<file path="src/rtl/alu_pkg.sv">
// Shared opcode constants, the entry-sequence state type and the opcode
// validity helper for the ALU operand sequencer.
package alu_pkg;

  localparam int unsigned DATA_W = 4;

  localparam logic [4:0] OP_ADD = 5'd0;
  localparam logic [4:0] OP_SUB = 5'd1;
  localparam logic [4:0] OP_MUL = 5'd2;
  localparam logic [4:0] OP_DIV = 5'd3;
  localparam logic [4:0] OP_MOD = 5'd4;
  localparam logic [4:0] OP_AND = 5'd5;
  localparam logic [4:0] OP_OR  = 5'd6;
  localparam logic [4:0] OP_XOR = 5'd7;
  localparam logic [4:0] OP_SLL = 5'd8;
  localparam logic [4:0] OP_SRL = 5'd9;
  localparam logic [4:0] OP_MAX = OP_SRL;

  typedef enum logic [2:0] {
    S_A    = 3'd0,
    S_B    = 3'd1,
    S_OP   = 3'd2,
    S_EXEC = 3'd3,
    S_SHOW = 3'd4
  } seq_state_t;

  function automatic logic op_valid(input logic [4:0] op);
    return (op <= OP_MAX);
  endfunction

endpackage

</file>
<file path="src/rtl/btn_sync.sv">
// Two-flop synchroniser plus rising-edge detector for a raw push button.
// A button already held when reset is released is ignored until it has been seen low.
module btn_sync (
  input  logic clk,
  input  logic rst_n,
  input  logic i_btn,
  output logic o_pulse
);

  logic       r_meta;
  logic       r_sync;
  logic       r_prev;
  logic       r_armed;
  logic [1:0] r_fill;

  // r_fill marks when r_sync reflects the button; arming needs a released level after that
  always_ff @(posedge clk or negedge rst_n) begin
    if (!rst_n) begin
      r_meta  <= 1'b0;
      r_sync  <= 1'b0;
      r_prev  <= 1'b0;
      r_fill  <= 2'b00;
      r_armed <= 1'b0;
    end else begin
      r_meta  <= i_btn;
      r_sync  <= r_meta;
      r_prev  <= r_sync;
      r_fill  <= {r_fill[0], 1'b1};
      r_armed <= r_armed | (r_fill[1] & ~r_sync);
    end
  end

  assign o_pulse = r_sync & ~r_prev & r_armed;

endmodule

</file>
<file path="src/rtl/alu_operand_sequencer.sv">
// Step-by-step operand/opcode entry front-end for the lab ALU: captures A, B and
// a validated opcode from switches, then holds the ALU result and flags for display.
module alu_operand_sequencer
  import alu_pkg::*;
#(
  parameter int unsigned N = DATA_W
) (
  input  logic         clk,
  input  logic         rst_n,
  input  logic [N-1:0] sw,
  input  logic [4:0]   op_sw,
  input  logic         load_btn,
  input  logic         clr_btn,
  output logic [N-1:0] alu_a,
  output logic [N-1:0] alu_b,
  output logic [4:0]   alu_ctrl,
  input  logic [N-1:0] alu_q,
  input  logic [4:0]   alu_f,
  output logic [N-1:0] res_q,
  output logic [4:0]   res_f,
  output logic [2:0]   step,
  output logic         err,
  output logic         done
);

  logic       w_load_p;
  logic       w_clr_p;
  seq_state_t r_state;
  seq_state_t w_state_nxt;
  logic       w_cap_a;
  logic       w_cap_b;
  logic       w_cap_op;
  logic       w_op_rej;
  logic       w_cap_res;
  logic       w_clr_flags;
  logic       w_done_clr;

  logic [N-1:0] r_a;
  logic [N-1:0] r_b;
  logic [4:0]   r_ctrl;
  logic [N-1:0] r_res_q;
  logic [4:0]   r_res_f;
  logic         r_err;
  logic         r_done;

  btn_sync u_load_sync (
    .clk     (clk),
    .rst_n   (rst_n),
    .i_btn   (load_btn),
    .o_pulse (w_load_p)
  );

  btn_sync u_clr_sync (
    .clk     (clk),
    .rst_n   (rst_n),
    .i_btn   (clr_btn),
    .o_pulse (w_clr_p)
  );

  // State register
  always_ff @(posedge clk or negedge rst_n) begin
    if (!rst_n) begin
      r_state <= S_A;
    end else begin
      r_state <= w_state_nxt;
    end
  end

  // Next-state and capture strobes; abort wins over a coincident load
  always_comb begin
    w_state_nxt = r_state;
    w_cap_a     = 1'b0;
    w_cap_b     = 1'b0;
    w_cap_op    = 1'b0;
    w_op_rej    = 1'b0;
    w_cap_res   = 1'b0;
    w_clr_flags = 1'b0;
    w_done_clr  = 1'b0;
    if (w_clr_p) begin
      w_state_nxt = S_A;
      w_clr_flags = 1'b1;
    end else begin
      case (r_state)
        S_A: begin
          if (w_load_p) begin
            w_cap_a     = 1'b1;
            w_state_nxt = S_B;
          end else begin
            w_state_nxt = S_A;
          end
        end
        S_B: begin
          if (w_load_p) begin
            w_cap_b     = 1'b1;
            w_state_nxt = S_OP;
          end else begin
            w_state_nxt = S_B;
          end
        end
        S_OP: begin
          if (w_load_p && op_valid(op_sw)) begin
            w_cap_op    = 1'b1;
            w_state_nxt = S_EXEC;
          end else if (w_load_p) begin
            w_op_rej    = 1'b1;
            w_state_nxt = S_OP;
          end else begin
            w_state_nxt = S_OP;
          end
        end
        S_EXEC: begin
          w_cap_res   = 1'b1;
          w_state_nxt = S_SHOW;
        end
        S_SHOW: begin
          if (w_load_p) begin
            w_done_clr  = 1'b1;
            w_state_nxt = S_A;
          end else begin
            w_state_nxt = S_SHOW;
          end
        end
        default: begin
          w_state_nxt = S_A;
        end
      endcase
    end
  end

  // Operand, opcode, result and status registers
  always_ff @(posedge clk or negedge rst_n) begin
    if (!rst_n) begin
      r_a     <= '0;
      r_b     <= '0;
      r_ctrl  <= 5'd0;
      r_res_q <= '0;
      r_res_f <= 5'd0;
      r_err   <= 1'b0;
      r_done  <= 1'b0;
    end else begin
      if (w_cap_a) begin
        r_a <= sw;
      end
      if (w_cap_b) begin
        r_b <= sw;
      end
      if (w_cap_op) begin
        r_ctrl <= op_sw;
      end
      if (w_cap_res) begin
        r_res_q <= alu_q;
        r_res_f <= alu_f;
      end
      if (w_clr_flags || w_cap_op) begin
        r_err <= 1'b0;
      end else if (w_op_rej) begin
        r_err <= 1'b1;
      end
      if (w_clr_flags || w_done_clr) begin
        r_done <= 1'b0;
      end else if (w_cap_res) begin
        r_done <= 1'b1;
      end
    end
  end

  assign alu_a    = r_a;
  assign alu_b    = r_b;
  assign alu_ctrl = r_ctrl;
  assign res_q    = r_res_q;
  assign res_f    = r_res_f;
  assign step     = r_state;
  assign err      = r_err;
  assign done     = r_done;

endmodule

</file>
<file path="config.mk">
export PLATFORM = sky130hd
export DESIGN_NAME = alu_operand_sequencer
export DESIGN_NICKNAME = d
export VERILOG_FILES = /design/src/rtl/alu_pkg.sv /design/src/rtl/btn_sync.sv /design/src/rtl/alu_operand_sequencer.sv
export SDC_FILE = /design/constraint.sdc
export NUM_CORES = 1
export LEC_CHECK = 0
export CAP_MARGIN = 25
export CORE_ASPECT_RATIO = 0.75
export CORE_MARGIN = 8
export CORE_UTILIZATION = 30
export DETAILED_ROUTE_END_ITERATION = 16
export PLACE_DENSITY = 0.55
export RECOVER_POWER = 100
export SYNTH_ARGS = -nofsm -noshare
export SYNTH_HDL_FRONTEND = slang
export SYNTH_SLANG_ARGS = --single-unit
</file>
<file path="constraint.sdc">
create_clock -name clk -period 3.8 [get_ports clk]
set_input_delay 0.76 -clock clk [delete_from_list [all_inputs] [get_ports clk]]
set_output_delay 0.76 -clock clk [all_outputs]
set_load 0.01 [all_outputs]
</file>
Yosys cells after proc, flatten, opt, wreduce, memory -nomap -nowiden

Index checks and enable logic that the tools add are counted.

Bits in registers: 39
Input port bits: 22
Output and inout bits: 27
Word-level logic and storage cells: 67

Order comparisons: 1
Equality and inequality tests: 4
Multiplexer cells: 26
Bitwise operators: 12
Reductions and logical operators: 6

Operators with widths:

| kind               | number |
|---|---|
| $mux 1             | 22 |
| $pmux 3 s5         | 1 |
| $and 1x1->1        | 6 |
| $eq 3x2->1 const B | 2 |
| $mux 3             | 2 |
| $le 5x4->1 const B | 1 |
| $not 1->1          | 4 |
| $reduce_bool 2->1  | 2 |
| $eq 3x1->1 const B | 1 |
| $eq 3x3->1 const B | 1 |
| $logic_not 3->1    | 1 |
| $logic_or 1x1->1   | 2 |
| $mux 2             | 1 |
| $or 1x1->1         | 2 |
| $logic_and 1x1->1  | 1 |

Longest topological paths before layout

Gate-level depths: netlist (run 1).

Depth after elaboration: 9
Depth in mapped cells: 5

Cells and area by module

From an unflattened synthesis (run 1), not the netlist that was laid out.

Cells, all modules: 101
Area total of the unflattened synthesis: 1481.4 sq um

By module, submodules not included:

| module                | instances | cells an instance | area each (sq um) | sequential area each (sq um) |
|---|---|---|---|---|
| alu_operand_sequencer | 1         | 79                | 1136.1            | 675.6 |
| btn_sync              | 2         | 11                | 172.7             | 150.1 |

Worst setup path after synthesis (run 1)

Ideal clock, no wire load.

Path kind: register to register
Start point: reg u_clr_sync.r_armed
End point: reg r_b[0] (netlist: alu_b[0])
Library setup time: 125 ps
Data arrival time: 1656 ps
Data required time: 3675 ps
Path slack: 2019 ps
Cell stages (with the launch flop): 6
Path buffers: 1
Period minus slack after synthesis: 1781 ps
Cell sequence: dfrtp_1 > and3b_1 > buf_2 > or3_4 > nor3b_4 > mux2_2

Cells in the longest elaborated chain, start to end: 2

Ends and longest elaborated chain:

| what                   | line                         | source |
|---|---|---|
| start, declared        | btn_sync.sv:13               | `logic r_armed;` |
| start signal, assigned | btn_sync.sv:29               | `r_armed <= r_armed \| (r_fill[1] & ~r_sync);` |
| $and 1x1->1            | btn_sync.sv:33               | `assign o_pulse = r_sync & ~r_prev & r_armed;` |
| $mux 1                 | alu_operand_sequencer.sv:79  | `if (w_clr_p) begin` |
| end signal, assigned   | alu_operand_sequencer.sv:145 | `r_b <= sw;` |
| end, declared          | alu_operand_sequencer.sv:39  | `logic [N-1:0] r_b;` |

Every way passes these cells.
A chain may end at the register's enable or synchronous reset.

Worst setup path after layout (run 1)

Start point: in op_sw[2]
End point: reg r_ctrl[2] (netlist: alu_ctrl[2])

Cells in the longest elaborated chain, start to end: 5

Ends and longest elaborated chain:

| what                 | line                         | source |
|---|---|---|
| start, declared      | alu_operand_sequencer.sv:11  | `input logic [4:0] op_sw,` |
| $le 5x4->1           | alu_pkg.sv:28                | `return (op <= OP_MAX);` |
| $logic_and 1x1->1    | alu_operand_sequencer.sv:101 | `if (w_load_p && op_valid(op_sw)) begin` |
| $mux 1               | alu_operand_sequencer.sv:101 |  |
| $mux 1               | alu_operand_sequencer.sv:83  | `case (r_state)` |
| $mux 1               | alu_operand_sequencer.sv:79  |  |
| end signal, assigned | alu_operand_sequencer.sv:148 | `r_ctrl <= op_sw;` |
| end, declared        | alu_operand_sequencer.sv:40  | `logic [4:0] r_ctrl;` |

Several ways; a longest one is shown, not always the timed one.

==> flow_summary.json, run 1 <==
{
  "outcome": "finished, violations left",
  "violations": "max-capacitance violations, max-slew violations",
  "row_count": 21,
  "initialDrtViolationCount": 56,
  "crit_required_ps": 3970,
  "max_stage_delay_ps": 560,
  "power_density_nw_per_um2": 609,
  "power_leakage_nw": 0.907,
  "core_um2": 4490,
  "antenna_found_initial": 0,
  "dieArea_um2": 7190,
  "vias": 933,
  "clk-insertion-delay-late_ps": 290,
  "syn-instance-count": 95,
  "grt_use_met3_pct": 5.91,
  "nets": 170,
  "final_cell_mix": "dfrtp_1, dlygate4sd3_1, mux2_2",
  "cts_hold_buffers": 0,
  "criticalPathCategory": "in2reg",
  "multi_input_area_um2": 432,
  "power.total_mw": 1.23,
  "grt_max_degree": 38,
  "synth_nets": 117,
  "synth_edf_count": 0,
  "fin_worst_skew_ps": 5.49,
  "finalSetupTns_ps": 0,
  "cp_cell_sequence": "dlygate4sd3_1 > o21ai_0 > nand2b_1 > nor3_1 > mux2_2",
  "die_x_um": 95.3,
  "synth.avg_cell_area_um2": 14.9,
  "initial_core_util_pct": 31.5,
  "dr.pass1.iters": 4,
  "synthFlopType": "dfrtp_1",
  "vias_per_cell": 4.53,
  "arrival_ps": 2570,
  "hp-class": "reg2reg",
  "slew_headroom_pct": -34.1,
  "grt_use_met2_pct": 14.8,
  "hpwlAfterDp_mm": 2.34,
  "h-tree-depth": 2,
  "cts_tree": "done",
  "critPathCaptureType": "register",
  "yosys_warnings": 0,
  "maxSlewViolCount": 38,
  "top_usage_layer": "met2",
  "ys_types": 26,
  "layout_commonest_cell": "dfrtp_1",
  "min_period_ps": 2400,
  "setup_viol_count_final": 0,
  "period_share_pct": 63.1,
  "drive_gt1_share_pct": 20.1,
  "start_kind": "input port",
  "register_area_um2": 926,
  "fill_cells": 406,
  "holdWs_ps": 349,
  "async_flop_share_pct": 100,
  "ys_seq_area_share_pct": 65.4,
  "grt_pass1_wl_mm": 4.93,
  "peakVddDrop_mv": 0.278,
  "groute.usage.overall_pct": 9.20,
  "cp_num_buf_inv": 1,
  "gp_congestion": 0.745,
  "rsz0062_at_grt": "no",
  "hold_viol_final": 0,
  "synth-seq-cells": 37,
  "drv_cap": 1,
  "cts_resized": 0,
  "syn-cell-area_um2": 1420,
  "grt.met1_usage_pct": 10.0,
  "ios": 49,
  "num_antenna_cells": 0,
  "route.detailed.drc": 0,
  "cts_inserted_buffers": 5,
  "wl_per_cell_um": 15.1,
  "ant_nets": 0,
  "die_h_um": 75.5,
  "io_buffers": 48,
  "worst_pin_slew_ps": 2010,
  "max_freq_ghz": 0.417,
  "syn2layout_area_growth_pct": 42.2,
  "overflow": 0,
  "clock_tree.root_cell": "clkbuf_8",
  "wirelength_mm": 3.12,
  "slowest_stage": "dlygate4sd3_1",
  "postCtsSetupRepairBufs": 0,
  "clk_transition_reported_paths_ps": 70,
  "critPathMaxFanout": 5,
  "cts_sinks": 37,
  "cp_top_family": "simple AND/OR/NAND/NOR gates",
  "cts_buffer_depth": 2,
  "grt_pass1_vias": 1021
}
layout make-up:
type | count | area share, %
clock buffer | 7 | 4.79
timing repair buffer | 48 | 23.6
inverter | 2 | 0.373
clock inverter | 1 | 0.249
tap | 57 | 3.54
multi-input combinational | 54 | 21.5
sequential | 37 | 46.0
state kept, by name (all words and copies together), names as in the netlist, 2 cells and up:
signal and cells:
alu_b 4, alu_ctrl 5, step 3, res_q 4, u_clr_sync.r_fill 2, res_f 5, alu_a 4
stage by stage:
step	setup WS [ps]	instance area (µm²)	util, %	instances
after floorplan	2020	1420	-	95
after global placement	1520	1950	43.5	198
after detailed placement	1480	1950	43.5	198
after CTS	1530	2050	45.7	206
after global routing	1250	2010	44.8	206
final	1400	2010	44.8	206
Yosys cell counts, types with 2 or more instances:
| master | n | area, µm² |
|---|---|---|
| nor2_1 | 3 | 11.3 |
| a21oi_1 | 4 | 20.0 |
| dfrtp_1 | 37 | 926 |
| a21o_1 | 2 | 15.0 |
| nor2b_1 | 2 | 12.5 |
| mux2_2 | 21 | 236 |
| nand2_1 | 3 | 11.3 |
| nor3_4 | 2 | 32.5 |
| nand3b_1 | 2 | 15.0 |
| inv_1 | 2 | 7.51 |
| nand2b_1 | 2 | 12.5 |
layer usage:
| layer | wire, µm | vias to the layer above |
|---|---|---|
| met5 | 0 | - |
| met3 | 352 | 2 |
| met4 | 10 | 0 |
| met1 | 1250 | 459 |
| met2 | 1510 | 34 |
| li1 | - | 438 |
power breakdown:
part	switching [mW]	leakage [nW]	internal, mW
Sequential	0.0575	0.457	0.498
Clock	0.134	0.0542	0.164
Combinational	0.145	0.396	0.229
cell families after synthesis:
family	count (synthesis)	synth area share (%)
buffers and inverters	4	1.15
muxes	22	17.4
other	1	0.265
DFF	37	65.4
and+or+nand+nor	23	12.3
AOI/OAI and AO/OA	8	3.45
path summary, 6_finish.rpt:
check | from | end | slack, ps | depth (start not counted)
worst min-delay path | u_load_sync.r_meta$_DFF_PN0_ | u_load_sync.r_sync$_DFF_PN0_ | 350 | 0
max in group asynchronous | rst_n | err$_DFFE_PN0P_ | 1610 | 1
min in group asynchronous | rst_n | alu_b[0]$_DFFE_PN0P_ | 1040 | 1
worst max-delay path | op_sw[2] | alu_ctrl[2]$_DFFE_PN0P_ | 1400 | 5
worst min register to register | u_load_sync.r_meta$_DFF_PN0_ | u_load_sync.r_sync$_DFF_PN0_ | 350 | 0
worst max register to register | u_clr_sync.r_sync$_DFF_PN0_ | alu_b[1]$_DFFE_PN0P_ | 1640 | 4
Note: power is estimated with default switching activity, not from simulation.
==> inputs of run 2 (changes only) <==
==> constraint.sdc (replaced) <==
create_clock -name clk -period 2.49 [get_ports clk]
set_input_delay 0.498 -clock clk [delete_from_list [all_inputs] [get_ports clk]]
set_output_delay 0.498 -clock clk [all_outputs]
set_load 0.01 [all_outputs]
==> run 2 against run 1 <==
The run still ends with max-capacitance violations, max-slew violations left. Clock skew grew 0.90 ps. Combinational power grew 55%. Sequential power grew 53%. Critical endpoint is now alu_a[1]$_DFFE_PN0P_. Cell count is the same. Die area is the same. Highest routed layer unchanged. First-iteration DRC count shrank 27%. Routed wire length shrank 1.4%. Flip-flop and latch count is the same. Clock-buffer cell count shrank 1.
==> flow_summary.json, run 2 (synthesis results as in run 1) <==
{
  "initial_core_util_pct": 31.5,
  "arrival_ps": 2280,
  "cp_cell_sequence": "and3b_1 > or3_4 > nor3_1 > mux2_2",
  "cts_tree": "done",
  "fin_worst_skew_ps": 6.38,
  "final_cell_mix": "dfrtp_1, dlygate4sd3_1, mux2_2",
  "criticalPathCategory": "reg2reg",
  "die_h_um": 75.5,
  "ios": 49,
  "critPathMaxFanout": 6,
  "clk_transition_reported_paths_ps": 70,
  "slowest_stage": "nor3_1",
  "num_antenna_cells": 0,
  "overflow": 0,
  "h-tree-depth": 2,
  "slew_headroom_pct": -28.2,
  "vias": 923,
  "critPathCaptureType": "register",
  "cts_hold_buffers": 0,
  "die_x_um": 95.3,
  "core_um2": 4490,
  "crit_required_ps": 2650,
  "cts_buffer_depth": 2,
  "dieArea_um2": 7190,
  "power_leakage_nw": 0.911,
  "nets": 170,
  "gp_congestion": 0.747,
  "period_share_pct": 84.9,
  "max_freq_ghz": 0.473,
  "drive_gt1_share_pct": 21.5,
  "maxSlewViolCount": 38,
  "hp-class": "reg2reg",
  "power_density_nw_per_um2": 899,
  "register_area_um2": 926,
  "clock_tree.root_cell": "clkbuf_8",
  "holdWs_ps": 349,
  "clk-insertion-delay-late_ps": 280,
  "grt_pass1_vias": 1047,
  "setup_viol_count_final": 0,
  "vias_per_cell": 4.48,
  "cts_resized": 0,
  "postCtsSetupRepairBufs": 0,
  "wirelength_mm": 3.07,
  "cts_inserted_buffers": 5,
  "wl_per_cell_um": 14.9,
  "dr.pass1.iters": 4,
  "groute.usage.overall_pct": 9.04,
  "cp_num_buf_inv": 0,
  "initialDrtViolationCount": 41,
  "layout_commonest_cell": "dfrtp_1",
  "drv_cap": 1,
  "ant_nets": 0,
  "worst_pin_slew_ps": 1920,
  "fill_cells": 408,
  "violations": "max-capacitance violations, max-slew violations",
  "cp_top_family": "simple AND/OR/NAND/NOR gates",
  "start_kind": "register",
  "syn2layout_area_growth_pct": 42.8,
  "max_stage_delay_ps": 530,
  "grt_pass1_wl_mm": 4.96,
  "min_period_ps": 2110,
  "route.detailed.drc": 0,
  "hold_viol_final": 0,
  "io_buffers": 48,
  "cts_sinks": 37,
  "multi_input_area_um2": 459,
  "grt_max_degree": 38,
  "peakVddDrop_mv": 0.380,
  "row_count": 21,
  "outcome": "finished, violations left",
  "finalSetupTns_ps": 0,
  "antenna_found_initial": 0,
  "rsz0062_at_grt": "no"
}
run 2: worst paths after layout:
kind | from | end | slack [ps] | cells past startpoint
max | u_clr_sync.r_armed$_DFF_PN0_ | alu_a[1]$_DFFE_PN0P_ | 380 | 4
min | u_load_sync.r_meta$_DFF_PN0_ | u_load_sync.r_sync$_DFF_PN0_ | 350 | 0
max reg2reg | u_clr_sync.r_armed$_DFF_PN0_ | alu_a[1]$_DFFE_PN0P_ | 380 | 4
min reg2reg | u_load_sync.r_meta$_DFF_PN0_ | u_load_sync.r_sync$_DFF_PN0_ | 350 | 0
max in group asynchronous | rst_n | err$_DFFE_PN0P_ | 640 | 1
min in group asynchronous | rst_n | step[2]$_DFF_PN0_ | 750 | 1
run 2: worst reg2reg max path: stages, from the launching register on:
cell and delay (ps):
dfrtp_1 380, and3b_1 250, or3_4 430, nor3_1 530, mux2_2 410
run 2: final cells by class:
type                    instances  area share (%)
repair buffers                 48            23.5
clock buffers                   6            3.59
well taps                      57            3.53
flip-flops and latches         37            45.8
inverters                       2           0.372
clock inverters                 2           0.495
multi-input cells              54            22.7
run 2: per-stage QoR:
stage	util, %	power [mW]	instances	setup slack (ps)	area, µm²
2_1_floorplan	-	1.11	95	709	1420
3_3_place_gp	43.5	1.50	198	467	1950
3_5_place_dp	43.5	1.53	198	402	1950
4_1_cts	45.3	1.93	206	482	2040
5_1_grt	45.0	1.93	206	230	2020
6_report	45.0	1.82	206	376	2020
run 2: routing by layer:
metal	track usage, %	up-vias	share of wire [%]
met5	0	-	0
li1	-	437	-
met1	9.80	450	39
met4	2.59	0	0.68
met3	4.82	2	11
met2	15.1	34	49
run 2: report_power, final:
group          switching, mW  internal, mW  total [mW]
logic                  0.226         0.352       0.579
clock network          0.197         0.194       0.390
registers             0.0880         0.760       0.848
total                  0.511          1.31        1.82
==> inputs of run 3 (changes only) <==
==> constraint.sdc (replaced) <==
create_clock -name clk -period 2.1 [get_ports clk]
set_input_delay 0.42 -clock clk [delete_from_list [all_inputs] [get_ports clk]]
set_output_delay 0.42 -clock clk [all_outputs]
set_load 0.01 [all_outputs]
==> run 3 against run 2 <==
Clock skew down 3.8 ps. Non-clock buffer count is 2 higher. Clock-buffer cell count up 2. Cell count increased by 0.97%. Critical endpoint is now step[0]. The flow now finishes without violations. Clock power up 20%. Highest routed layer unchanged. Largest power group unchanged. Largest cell class unchanged. Sequential share of layout area down 0.37 points. Via count grew 1.8%.
==> flow_summary.json, run 3 (synthesis results as in run 1) <==
{
  "syn2layout_area_growth_pct": 43.9,
  "setup_ws_ps": 164,
  "cts_buffer_depth": 2,
  "route.met2.wl_mm": 1.51,
  "antenna_found_initial": 0,
  "route.detailed.drc": 0,
  "criticalPathCategory": "reg2out",
  "cts_sinks": 37,
  "routed.top_layer": "met4",
  "grt_pass1_wl_mm": 5.37,
  "register_area_um2": 926,
  "wl_met3_um": 338,
  "ios": 49,
  "row_count": 21,
  "worst_pin_slew_ps": 914,
  "cp_num_buf_inv": 1,
  "instances_no_fill": 208,
  "ant_nets": 0,
  "cp_top_family": "buffers and inverters",
  "maxSlewViolCount": 0,
  "initialDrtViolationCount": 50,
  "period_share_pct": 92.2,
  "dr.pass1.iters": 4,
  "cts_tree": "done",
  "clk-insertion-delay-late_ps": 280,
  "groute.usage.overall_pct": 10.1,
  "fin_worst_skew_ps": 2.54,
  "io_buffers": 48,
  "nets": 172,
  "outcome": "completed",
  "critPathMaxFanout": 11,
  "slew_headroom_pct": 39.1,
  "max_freq_ghz": 0.516,
  "place_inst": 200,
  "hp-class": "in2async",
  "post-place-ws_ps": 70.7,
  "combinationalPowerShare_pct": 32.2,
  "crit_required_ps": 1680,
  "cp_cell_sequence": "dlygate4sd3_1",
  "p_switching_uw": 608,
  "vias": 940,
  "postCtsSetupRepairBufs": 0,
  "num_antenna_cells": 0,
  "critPathCaptureType": "primary output",
  "die_x_um": 95.3,
  "final_cell_mix": "dfrtp_1, dlygate4sd3_1, mux2_2",
  "grt_max_degree": 38,
  "layout_commonest_cell": "dfrtp_1",
  "h-tree-depth": 2,
  "slowest_stage": "dlygate4sd3_1",
  "wirelength_mm": 3.20,
  "die_h_um": 75.5,
  "gp_congestion": 0.707,
  "wl_met1_mm": 1.30,
  "min_period_ps": 1940,
  "finalSetupTns_ps": 0,
  "rsz0062_at_grt": "no",
  "grt_pass1_vias": 1072,
  "initial_core_util_pct": 31.5,
  "p_sw_share_pct": 28.0,
  "cts_hold_buffers": 0,
  "hold_viol_final": 0,
  "core_um2": 4490,
  "arrival_ps": 1520,
  "clock_tree.root_cell": "clkbuf_8",
  "wl_per_cell_um": 15.4,
  "overflow": 0,
  "setup_viol_count_final": 0,
  "peakVddDrop_mv": 0.439,
  "start_kind": "register",
  "cts_inserted_buffers": 5,
  "cts_resized": 0,
  "clkPwrFrac_pct": 21.6,
  "drive_gt1_share_pct": 22.5,
  "power_leakage_nw": 0.920,
  "fill_cells": 402,
  "max_stage_delay_ps": 670,
  "clk_transition_reported_paths_ps": 70,
  "dieArea_um2": 7190,
  "drv_cap": 0,
  "vias_per_cell": 4.52,
  "hpwlAfterDp_mm": 2.37,
  "multi_input_area_um2": 462,
  "seqPwrFrac_pct": 46.2,
  "power.internal_mw": 1.56,
  "power_density_nw_per_um2": 1060
}
## run 3: final timing paths
| kind | start | to | slack (ps) | depth (start not counted) |
|---|---|---|---|---|
| max | step[0]$_DFF_PN0_ | step[0] | 160 | 1 |
| min | rst_n | alu_a[2]$_DFFE_PN0P_ | 260 | 1 |
| max reg2reg | u_load_sync.r_prev$_DFF_PN0_ | alu_a[0]$_DFFE_PN0P_ | 170 | 4 |
| min reg2reg | u_load_sync.r_meta$_DFF_PN0_ | u_load_sync.r_sync$_DFF_PN0_ | 350 | 0 |
| max in group asynchronous | rst_n | step[1]$_DFF_PN0_ | 1280 | 1 |
| min in group clk | u_load_sync.r_meta$_DFF_PN0_ | u_load_sync.r_sync$_DFF_PN0_ | 350 | 0 |
## run 3: layout make-up
| cell class | count | area share (%) |
|---|---|---|
| clock buffers | 8 | 3.93 |
| inverters | 2 | 0.369 |
| multi-input cells | 54 | 22.7 |
| flip-flops and latches | 37 | 45.5 |
| well taps | 57 | 3.50 |
| repair buffers | 50 | 24.1 |
## run 3: per-stage QoR
stage               util, %  total power [mW]  cell area (µm²)  hold slack, ps
global route           45.3              2.34             2040             320
global placement       43.8              1.79             1970             332
CTS                    45.6              2.30             2050             257
detailed placement     43.8              1.81             1970             342
floorplan                 -              1.32             1420             124
finish                 45.3              2.17             2040             262
## run 3: power by group through the flow
stage | Clock [mW] | Sequential [mW] | Combinational (mW)
6_report | 0.469 | 1.00 | 0.698
5_1_grt | 0.542 | 1.04 | 0.758
4_1_cts | 0.494 | 1.01 | 0.791
3_5_place_dp | 0 | 1.02 | 0.788
3_3_place_gp | 0 | 1.01 | 0.777
2_1_floorplan | 0 | 1.10 | 0.223
## run 3: layer usage
layer  vias to the layer above  track usage, %
met2                        36            15.7
met4                         0            5.17
li1                        440               -
met3                         6            4.72
met5                         -               0
met1                       458            11.4
## run 3: worst register-to-register path, cell delays in order (launching register included)
cell      delay, ps
dfrtp_1         380
nand3b_1        250
or3_1           470
nor3_2          340
mux2_2          380
